### src/rtl/bcd_serial_addsub_ctrl_if.sv
// Request/response bundle for the digit-serial BCD add/subtract controller.
// The requester drives the operands and start; the controller returns status and result.
interface bcd_serial_addsub_ctrl_if #(
    parameter int DIGITS = 4
);
    logic                  start;
    logic                  op;
    logic [4*DIGITS-1:0]   a;
    logic [4*DIGITS-1:0]   b;
    logic                  busy;
    logic                  done;
    logic [4*DIGITS-1:0]   result;
    logic                  carry_out;
    logic                  negative;
    logic                  error;

    modport master (
        output start, op, a, b,
        input  busy, done, result, carry_out, negative, error
    );

    modport slave (
        input  start, op, a, b,
        output busy, done, result, carry_out, negative, error
    );
endinterface

### src/rtl/bcd_serial_addsub_ctrl.sv
// Sequencer that time-shares one BCD add/subtract digit slice across DIGITS digits,
// LSD first, with a recomplement pass so negative differences come out as sign-magnitude.
module bcd_serial_addsub_ctrl #(
    parameter int DIGITS = 4
) (
    input  logic                      clk,
    input  logic                      reset,
    bcd_serial_addsub_ctrl_if.slave   bus
);
    localparam int W     = 4 * DIGITS;
    localparam int IDX_W = (DIGITS > 1) ? $clog2(DIGITS) : 1;
    localparam logic [IDX_W-1:0] LAST = IDX_W'(DIGITS - 1);

    typedef enum logic [1:0] {IDLE, PASS1, PASS2, DONE} state_t;

    state_t             state;
    logic [W-1:0]       a_r;
    logic [W-1:0]       b_r;
    logic [W-1:0]       result_r;
    logic               op_r;
    logic               carry;
    logic [IDX_W-1:0]   idx;
    logic               busy_r;
    logic               done_r;
    logic               cout_r;
    logic               neg_r;
    logic               err_r;

    logic [3:0]         x_d;
    logic [3:0]         y_d;
    logic [4:0]         slice;

    function automatic logic [3:0] nines(input logic [3:0] d);
        return 4'd9 - d;
    endfunction

    // Binary add followed by +6 correction; bit 4 of the return is the decimal carry.
    function automatic logic [4:0] bcd_slice(input logic [3:0] x, input logic [3:0] y,
                                             input logic cin);
        logic [4:0] s;
        s = {1'b0, x} + {1'b0, y} + {4'b0000, cin};
        if (s > 5'd9)
            return {1'b1, s[3:0] + 4'd6};
        return {1'b0, s[3:0]};
    endfunction

    function automatic logic has_bad_digit(input logic [W-1:0] v);
        for (int i = 0; i < DIGITS; i++)
            if (v[i*4 +: 4] > 4'd9)
                return 1'b1;
        return 1'b0;
    endfunction

    always_comb begin
        x_d = 4'd0;
        y_d = 4'd0;
        if (state == PASS2) begin
            y_d = nines(result_r[int'(idx)*4 +: 4]);
        end else begin
            x_d = a_r[int'(idx)*4 +: 4];
            y_d = op_r ? nines(b_r[int'(idx)*4 +: 4]) : b_r[int'(idx)*4 +: 4];
        end
        slice = bcd_slice(x_d, y_d, carry);
    end

    always_ff @(posedge clk) begin
        if (reset) begin
            state    <= IDLE;
            a_r      <= '0;
            b_r      <= '0;
            op_r     <= 1'b0;
            result_r <= '0;
            carry    <= 1'b0;
            idx      <= '0;
            busy_r   <= 1'b0;
            done_r   <= 1'b0;
            cout_r   <= 1'b0;
            neg_r    <= 1'b0;
            err_r    <= 1'b0;
        end else begin
            done_r <= 1'b0;
            case (state)
                IDLE, DONE: begin
                    if (bus.start) begin
                        a_r      <= bus.a;
                        b_r      <= bus.b;
                        op_r     <= bus.op;
                        idx      <= '0;
                        carry    <= bus.op;
                        result_r <= '0;
                        cout_r   <= 1'b0;
                        neg_r    <= 1'b0;
                        err_r    <= has_bad_digit(bus.a) || has_bad_digit(bus.b);
                        busy_r   <= 1'b1;
                        state    <= PASS1;
                    end else begin
                        state <= IDLE;
                    end
                end
                PASS1: begin
                    // A flagged operand skips the arithmetic and completes on this edge.
                    if (err_r) begin
                        busy_r <= 1'b0;
                        done_r <= 1'b1;
                        state  <= DONE;
                    end else begin
                        result_r[int'(idx)*4 +: 4] <= slice[3:0];
                        carry <= slice[4];
                        if (idx == LAST) begin
                            idx <= '0;
                            if (op_r && !slice[4]) begin
                                neg_r <= 1'b1;
                                carry <= 1'b1;
                                state <= PASS2;
                            end else begin
                                cout_r <= !op_r && slice[4];
                                busy_r <= 1'b0;
                                done_r <= 1'b1;
                                state  <= DONE;
                            end
                        end else begin
                            idx <= idx + 1'b1;
                        end
                    end
                end
                PASS2: begin
                    result_r[int'(idx)*4 +: 4] <= slice[3:0];
                    carry <= slice[4];
                    if (idx == LAST) begin
                        idx    <= '0;
                        busy_r <= 1'b0;
                        done_r <= 1'b1;
                        state  <= DONE;
                    end else begin
                        idx <= idx + 1'b1;
                    end
                end
                default: state <= IDLE;
            endcase
        end
    end

    assign bus.busy      = busy_r;
    assign bus.done      = done_r;
    assign bus.result    = result_r;
    assign bus.carry_out = cout_r;
    assign bus.negative  = neg_r;
    assign bus.error     = err_r;
endmodule

### src/flat_wrapper.sv
// flat-port wrapper written by rule: the top's interface ports become plain ports
module bcd_serial_addsub_ctrl_flat 
#(
    parameter int DIGITS = 4
)
  (clk, reset, bus_start, bus_op, bus_a, bus_b, bus_busy, bus_done, bus_result, bus_carry_out, bus_negative, bus_error);
  bcd_serial_addsub_ctrl_if #(.DIGITS(DIGITS)) bus_i ();
  input  logic clk;
  input  logic reset;
  input wire logic [$bits(bus_i.start)-1:0] bus_start;
  input wire logic [$bits(bus_i.op)-1:0] bus_op;
  input wire logic [$bits(bus_i.a)-1:0] bus_a;
  input wire logic [$bits(bus_i.b)-1:0] bus_b;
  output wire logic [$bits(bus_i.busy)-1:0] bus_busy;
  output wire logic [$bits(bus_i.done)-1:0] bus_done;
  output wire logic [$bits(bus_i.result)-1:0] bus_result;
  output wire logic [$bits(bus_i.carry_out)-1:0] bus_carry_out;
  output wire logic [$bits(bus_i.negative)-1:0] bus_negative;
  output wire logic [$bits(bus_i.error)-1:0] bus_error;
  assign bus_i.start = bus_start;
  assign bus_i.op = bus_op;
  assign bus_i.a = bus_a;
  assign bus_i.b = bus_b;
  assign bus_busy = bus_i.busy;
  assign bus_done = bus_i.done;
  assign bus_result = bus_i.result;
  assign bus_carry_out = bus_i.carry_out;
  assign bus_negative = bus_i.negative;
  assign bus_error = bus_i.error;
  bcd_serial_addsub_ctrl #(.DIGITS(DIGITS)) u_core (.clk(clk), .reset(reset), .bus(bus_i));
endmodule
### config.mk
export PLATFORM = sky130hd
export DESIGN_NAME = bcd_serial_addsub_ctrl_flat
export DESIGN_NICKNAME = d
export VERILOG_FILES = /design/src/rtl/bcd_serial_addsub_ctrl_if.sv /design/src/rtl/bcd_serial_addsub_ctrl.sv /design/src/flat_wrapper.sv
export SDC_FILE = /design/constraint.sdc
export NUM_CORES = 1
export LEC_CHECK = 0
export CAP_MARGIN = 20
export CORE_UTILIZATION = 25
export CTS_CLUSTER_DIAMETER = 150
export DETAILED_ROUTE_END_ITERATION = 10
export SLEW_MARGIN = 20
export SYNTH_ARGS = -nofsm -noshare
export SYNTH_HDL_FRONTEND = slang
export SYNTH_SLANG_ARGS = --single-unit
### constraint.sdc
create_clock -name clk -period 4.5 [get_ports clk]
set_input_delay 0.45 -clock clk [delete_from_list [all_inputs] [get_ports clk]]
set_output_delay 0.45 -clock clk [all_outputs]
set_load 0.02 [all_outputs]
; ---- Word-level counts from Yosys, hierarchy flattened
; Index checks and enable logic that the tools add are counted.
[totals]
ff_bits = 59
input_bits = 36
out_inout_bits = 21
elab_cells = 174
[classes]
n_addsub = 7
n_lt_le_gt_ge = 9
eq_ne = 12
shifts = 5
mux = 115
n_reduce_logical = 14
[ops]
columns = op, count
row1 = $mux W1, 93
row2 = $pmux W16 S3, 1
row3 = $shiftx A16 B5 Y4, 3
row4 = $neg A4 Y33, 1
row5 = $shift A4 B33 Y16 const A, 1
row6 = $shiftx A4 B33 Y16, 1
row7 = $gt A4 B4 Y1 const B, 8
row8 = $mux W16, 2
row9 = $bwmux W16, 1
row10 = $mux W2, 6
row11 = $mux W4, 3
row12 = $pmux W2 S3, 2
row13 = $mux W5, 2
row14 = $reduce_and A5 Y1, 2
row15 = $ne A2 B2 Y1 const B, 4
row16 = $sub A4 B4 Y4 const A, 2
row17 = $eq A2 B2 Y1 const B, 3
row18 = $pmux W1 S2, 3
row19 = $pmux W1 S3, 2
row20 = $reduce_and A2 Y1, 3
row21 = $add A4 B4 Y5, 1
row22 = $add A5 B1 Y5, 1
row23 = $gt A5 B4 Y1 const B, 1
row24 = $add A4 B3 Y4 const B, 1
row25 = 12 further kinds, 15

; ---- Longest topological paths before layout
[depth]
ltp_word = 25
depth_mapped = 15
ltp_nobuf = 13

; ---- Worst setup path before layout
; No wires, ideal clock.
[synth_timing]
path_kind = register to register
from = register u_core.idx[0]
to = register u_core.result_r[2] (netlist: u_core.bus.result[2])
setup_ps = 61
arrival_ps = 3289
slack_ps = 1150
stages_incl_launch_ff = 15
path_buffers = 2
synth_period_minus_slack_ps = 3350
path_cell_list = dfxtp_1 > buf_4 > buf_4 > mux4_2 > nand2_1 > o21ai_0 > fa_1 > inv_1 > fa_1 > inv_1 > ha_1 > nand2b_1 > a21oi_1 > a221oi_2 > a32o_1
[synth_via]
elab_chain_cells = 13
[synth_lines]
columns = element, line
row1 = from (decl), bcd_serial_addsub_ctrl.sv:22  ; logic [IDX_W-1:0] idx;
row2 = from (signal assigned), bcd_serial_addsub_ctrl.sv:122  ; idx <= idx + 1'b1;
row3 = from (signal assigned), bcd_serial_addsub_ctrl.sv:135  ; idx <= idx + 1'b1;
row4 = $shiftx A16 B5 Y4, bcd_serial_addsub_ctrl.sv:61  ; y_d = op_r ? nines(b_r[int'(idx)*4 +: 4]) : b_r[int'(idx)*4 +: 4];
row5 = $sub A4 B4 Y4, bcd_serial_addsub_ctrl.sv:34  ; return 4'd9 - d;
row6 = $mux W4, bcd_serial_addsub_ctrl.sv:61
row7 = $mux W4, bcd_serial_addsub_ctrl.sv:57  ; if (state == PASS2) begin
row8 = $add A4 B4 Y5, bcd_serial_addsub_ctrl.sv:41  ; s = {1'b0, x} + {1'b0, y} + {4'b0000, cin};
row9 = $add A5 B1 Y5, bcd_serial_addsub_ctrl.sv:41
row10 = $add A4 B3 Y4 or $gt A5 B4 Y1 (tied branches), "bcd_serial_addsub_ctrl.sv:43, bcd_serial_addsub_ctrl.sv:42"
row11 = $mux W5 or $mux W1 (tied branches), bcd_serial_addsub_ctrl.sv:42  ; if (s > 5'd9)
row12 = $mux W5, bcd_serial_addsub_ctrl.sv:44  ; return {1'b0, s[3:0]};
row13 = $shiftx A4 B33 Y16, "bcd_serial_addsub_ctrl.sv:107, bcd_serial_addsub_ctrl.sv:127"
row14 = $bwmux W16 *, "bcd_serial_addsub_ctrl.sv:107, bcd_serial_addsub_ctrl.sv:127"
row15 = $mux W16, bcd_serial_addsub_ctrl.sv:102  ; if (err_r) begin
row16 = $pmux W16 S3 *, bcd_serial_addsub_ctrl.sv:82  ; case (state)
row17 = "to (signal, indexed assignment)", bcd_serial_addsub_ctrl.sv:107  ; result_r[int'(idx)*4 +: 4] <= slice[3:0];
row18 = "to (signal, indexed assignment)", bcd_serial_addsub_ctrl.sv:127  ; result_r[int'(idx)*4 +: 4] <= slice[3:0];
row19 = to (decl), bcd_serial_addsub_ctrl.sv:19  ; logic [W-1:0] result_r;
; Mark *: on every way between the ends. The rest lies on a longest branch, timed or not. The select of a mux whose other input is x is not followed.
; A chain may end at the register's enable or synchronous reset.

; ---- Worst setup path after layout
; Same ends and word-level chain as after synthesis.

==> flow_summary.json <==
{
  "dr.pass1.iters": 4,
  "post_cts_buffers": 0,
  "synth_top_area_share_pct": 37.7,
  "yosys_warnings": 0,
  "initial_core_util_pct": 25.8,
  "drv_slew": 0,
  "yosysMostFrequentCell": "nand2_1",
  "synthAdderAreaFrac_pct": 6.08,
  "seq_area_frac_synth_pct": 37.7,
  "wl_per_cell_um": 14.0,
  "setup_viol": 0,
  "slew_headroom_pct": 32.0,
  "cts_hold_buf": 0,
  "swShare_pct": 37.9,
  "combPwrFrac_pct": 44.8,
  "syn_inst": 374,
  "cts-root-buf": "clkbuf_16",
  "cts_resized": 0,
  "synth_xor_area_share_pct": 2.00,
  "cts_max_level": 3,
  "fmax_mhz": 281,
  "whs_ps": 459,
  "finalWirelength_mm": 8.33,
  "cpMaxStageDelayCell": "mux4_2",
  "die_w_um": 114,
  "synth_fp_nets": 424,
  "cts_tree": "built",
  "totalPowerFinal_mw": 2.64,
  "holdCritPathClass": "flip-flop to flip-flop",
  "cp_cell_sequence": "buf_4 -> mux4_2 -> nand2_1 -> o21ai_0 -> fa_1 -> inv_1 -> fa_1 -> inv_1 -> ha_1 -> nand2b_1 -> a21oi_1 -> a221oi_2 -> a32o_1",
  "worstMarginPinSlew_ps": 1020,
  "crit_fanout": 11,
  "place.gp.congestion": 0.928,
  "port_buffers": 56,
  "cap_violations": 0,
  "worstSetupPathType": "flip-flop to flip-flop",
  "first_global_vias": 2802,
  "internal-power_mw": 1.64,
  "ant_nets": 0,
  "yosys.area.top_type": "dfxtp_1",
  "synth.area.top_cells": "dfxtp_1, nand2_1, mux4_2",
  "track_usage_pct": 13.8,
  "final-hold-violation-count": 0,
  "slowest_delay_ps": 520,
  "fin_worst_skew_ps": 8.59,
  "synth_edf_count": 0,
  "drtIter0Drc": 102,
  "synth.distinct_cells": 51,
  "grt_antenna_before_repair": 0,
  "num_vias": 2804,
  "pin_count": 57,
  "arrival_ps": 3840,
  "clk_latency_ps": 330,
  "floorplan.rows": 40,
  "final_layout_size_suffix_gt1_share_pct": 10.3,
  "grt.overflow.total": 0,
  "power.leakage_nw": 1.56,
  "p_clk_share_pct": 28.9,
  "rsz0062_at_grt": "no",
  "synthArstFlopShare_pct": 0,
  "die_area_mm2": 0.0130,
  "cellPowerDensity_mw_per_mm2": 633,
  "synth-compound-area-share_pct": 18.8,
  "status": "complete, no violations",
  "worst_ep_required_time_ps": 4770,
  "grt_max_degree": 56,
  "syn_area_mm2": 0.00313,
  "fin_crit_ps": 3570,
  "cp-start-kind": "flip-flop",
  "synthSimpleGateAreaFrac_pct": 21.5,
  "cts_sinks": 59,
  "viasPerCell": 4.70,
  "drc": 0,
  "clk_path_buf_depth": 2,
  "synth.area.mux_share_pct": 9.28,
  "end_kind": "flip-flop",
  "coreArea_mm2": 0.0121,
  "n_antenna_cell": 0,
  "grt_pass1_wl_mm": 14.0,
  "finalSetupTns_ps": 0,
  "clk_pin_slew_ps": 60,
  "chipHeight_um": 114,
  "synth_ff_type": "dfxtp_1",
  "synthTopCellsByCount": "nand2_1, dfxtp_1, a21oi_1, nor2_1, o21ai_0",
  "numCtsBuffers": 9,
  "peakVddDrop_mv": 0.207,
  "switchingPower_mw": 1.00,
  "syn_to_final_growth_pct": 33.3,
  "synth_area_per_cell_um2": 8.37,
  "synth_top_family_by_area": "simple AND/OR/NAND/NOR gates",
  "ys_ff_latch": 59,
  "r2r_slack_ps": 930,
  "seq_power_share_pct": 26.2,
  "fin_nets": 473,
  "finalCritPeriodShare_pct": 79.2,
  "dp_hpwl_mm": 6.34
}
## cell usage in the layout, fill, tap and decap left out, types with 9 or more instances in the layout
| cell | netlist | routed |
|---|---|---|
| clkdlybuf4s50_1 | 0 | 55 |
| inv_1 | 13 | 13 |
| nand2_1 | 88 | 87 |
| dfxtp_1 | 59 | 59 |
| mux4_2 | 12 | 12 |
| clkbuf_16 | 0 | 9 |
| ha_1 | 12 | 12 |
| o21ai_0 | 19 | 19 |
| nor2_1 | 30 | 30 |
| a21oi_1 | 46 | 46 |
## power by group through the flow
stage	Clock, mW	Combinational, mW	Sequential, mW
after floorplan	0	0.912	0.688
after global placement	0	1.15	0.697
after detailed placement	0	1.18	0.702
after CTS	0.778	1.19	0.693
after global routing	0.803	1.32	0.704
final	0.764	1.18	0.692
## path summary, 6_finish.rpt
kind | from | end | cells past startpoint
max | u_core.idx[0] | u_core.bus.result[2] | 13
min | u_core.b_r[10] | u_core.b_r[10] | 2
max reg2reg | u_core.idx[0] | u_core.bus.result[2] | 13
min reg2reg | u_core.b_r[10] | u_core.b_r[10] | 2
## through the flow
step | std cells | worst slack (ps) | cell area [µm²] | utilization, %
floorplan | 374 | 1150 | 3130 | -
global placement | 580 | 1080 | 3830 | 31.6
detailed placement | 580 | 965 | 3830 | 31.6
CTS | 596 | 933 | 4170 | 34.4
global route | 596 | 693 | 4170 | 34.4
finish | 596 | 935 | 4170 | 34.4
## critical path: cells and delay by family (launching register included)
family / cells / cell delay, ps
AO/OA/AOI/OAI: 4 / 740
adder cells (fa/ha/maj): 3 / 1220
buffers and inverters: 3 / 490
flip-flops: 1 / 370
multiplexers: 1 / 520
AND/OR/NAND/NOR: 2 / 150
## kinds of logic (layout without fill, tap and decap cells)
kind of cell             after synthesis  after routing
AND/OR/NAND/NOR                      154            154
AO/OA/AOI/OAI                         93             93
flip-flops                            59             59
buffers and inverters                 35             89
adder cells (fa/ha/maj)               14             14
multiplexers                          14             14
XOR/XNOR                               5              5
## flip-flops by register name, indices dropped and copies added (netlist names), 2 cells and up
register           flops
u_core.a_r            16
u_core.b_r            16
u_core.state           2
u_core.bus.result     16
u_core.idx             2
## final cells by class
class | count | area, µm²
clock buffers | 13 | 270
clock inverters | 3 | 68.8
fillers | 1273 | 7940
inverters | 13 | 48.8
multi-input cells | 280 | 1810
flip-flops and latches | 59 | 1180
well taps | 168 | 210
repair buffers | 60 | 586
## layer usage
layer	up-vias	wire length, µm	global-route usage (%)
met5	-	0	0
met1	1297	3750	17.4
li1	1393	-	-
met2	94	3910	22.3
met4	0	191	5.80
met3	20	477	3.56
Note: power is estimated with default switching activity, not from simulation.
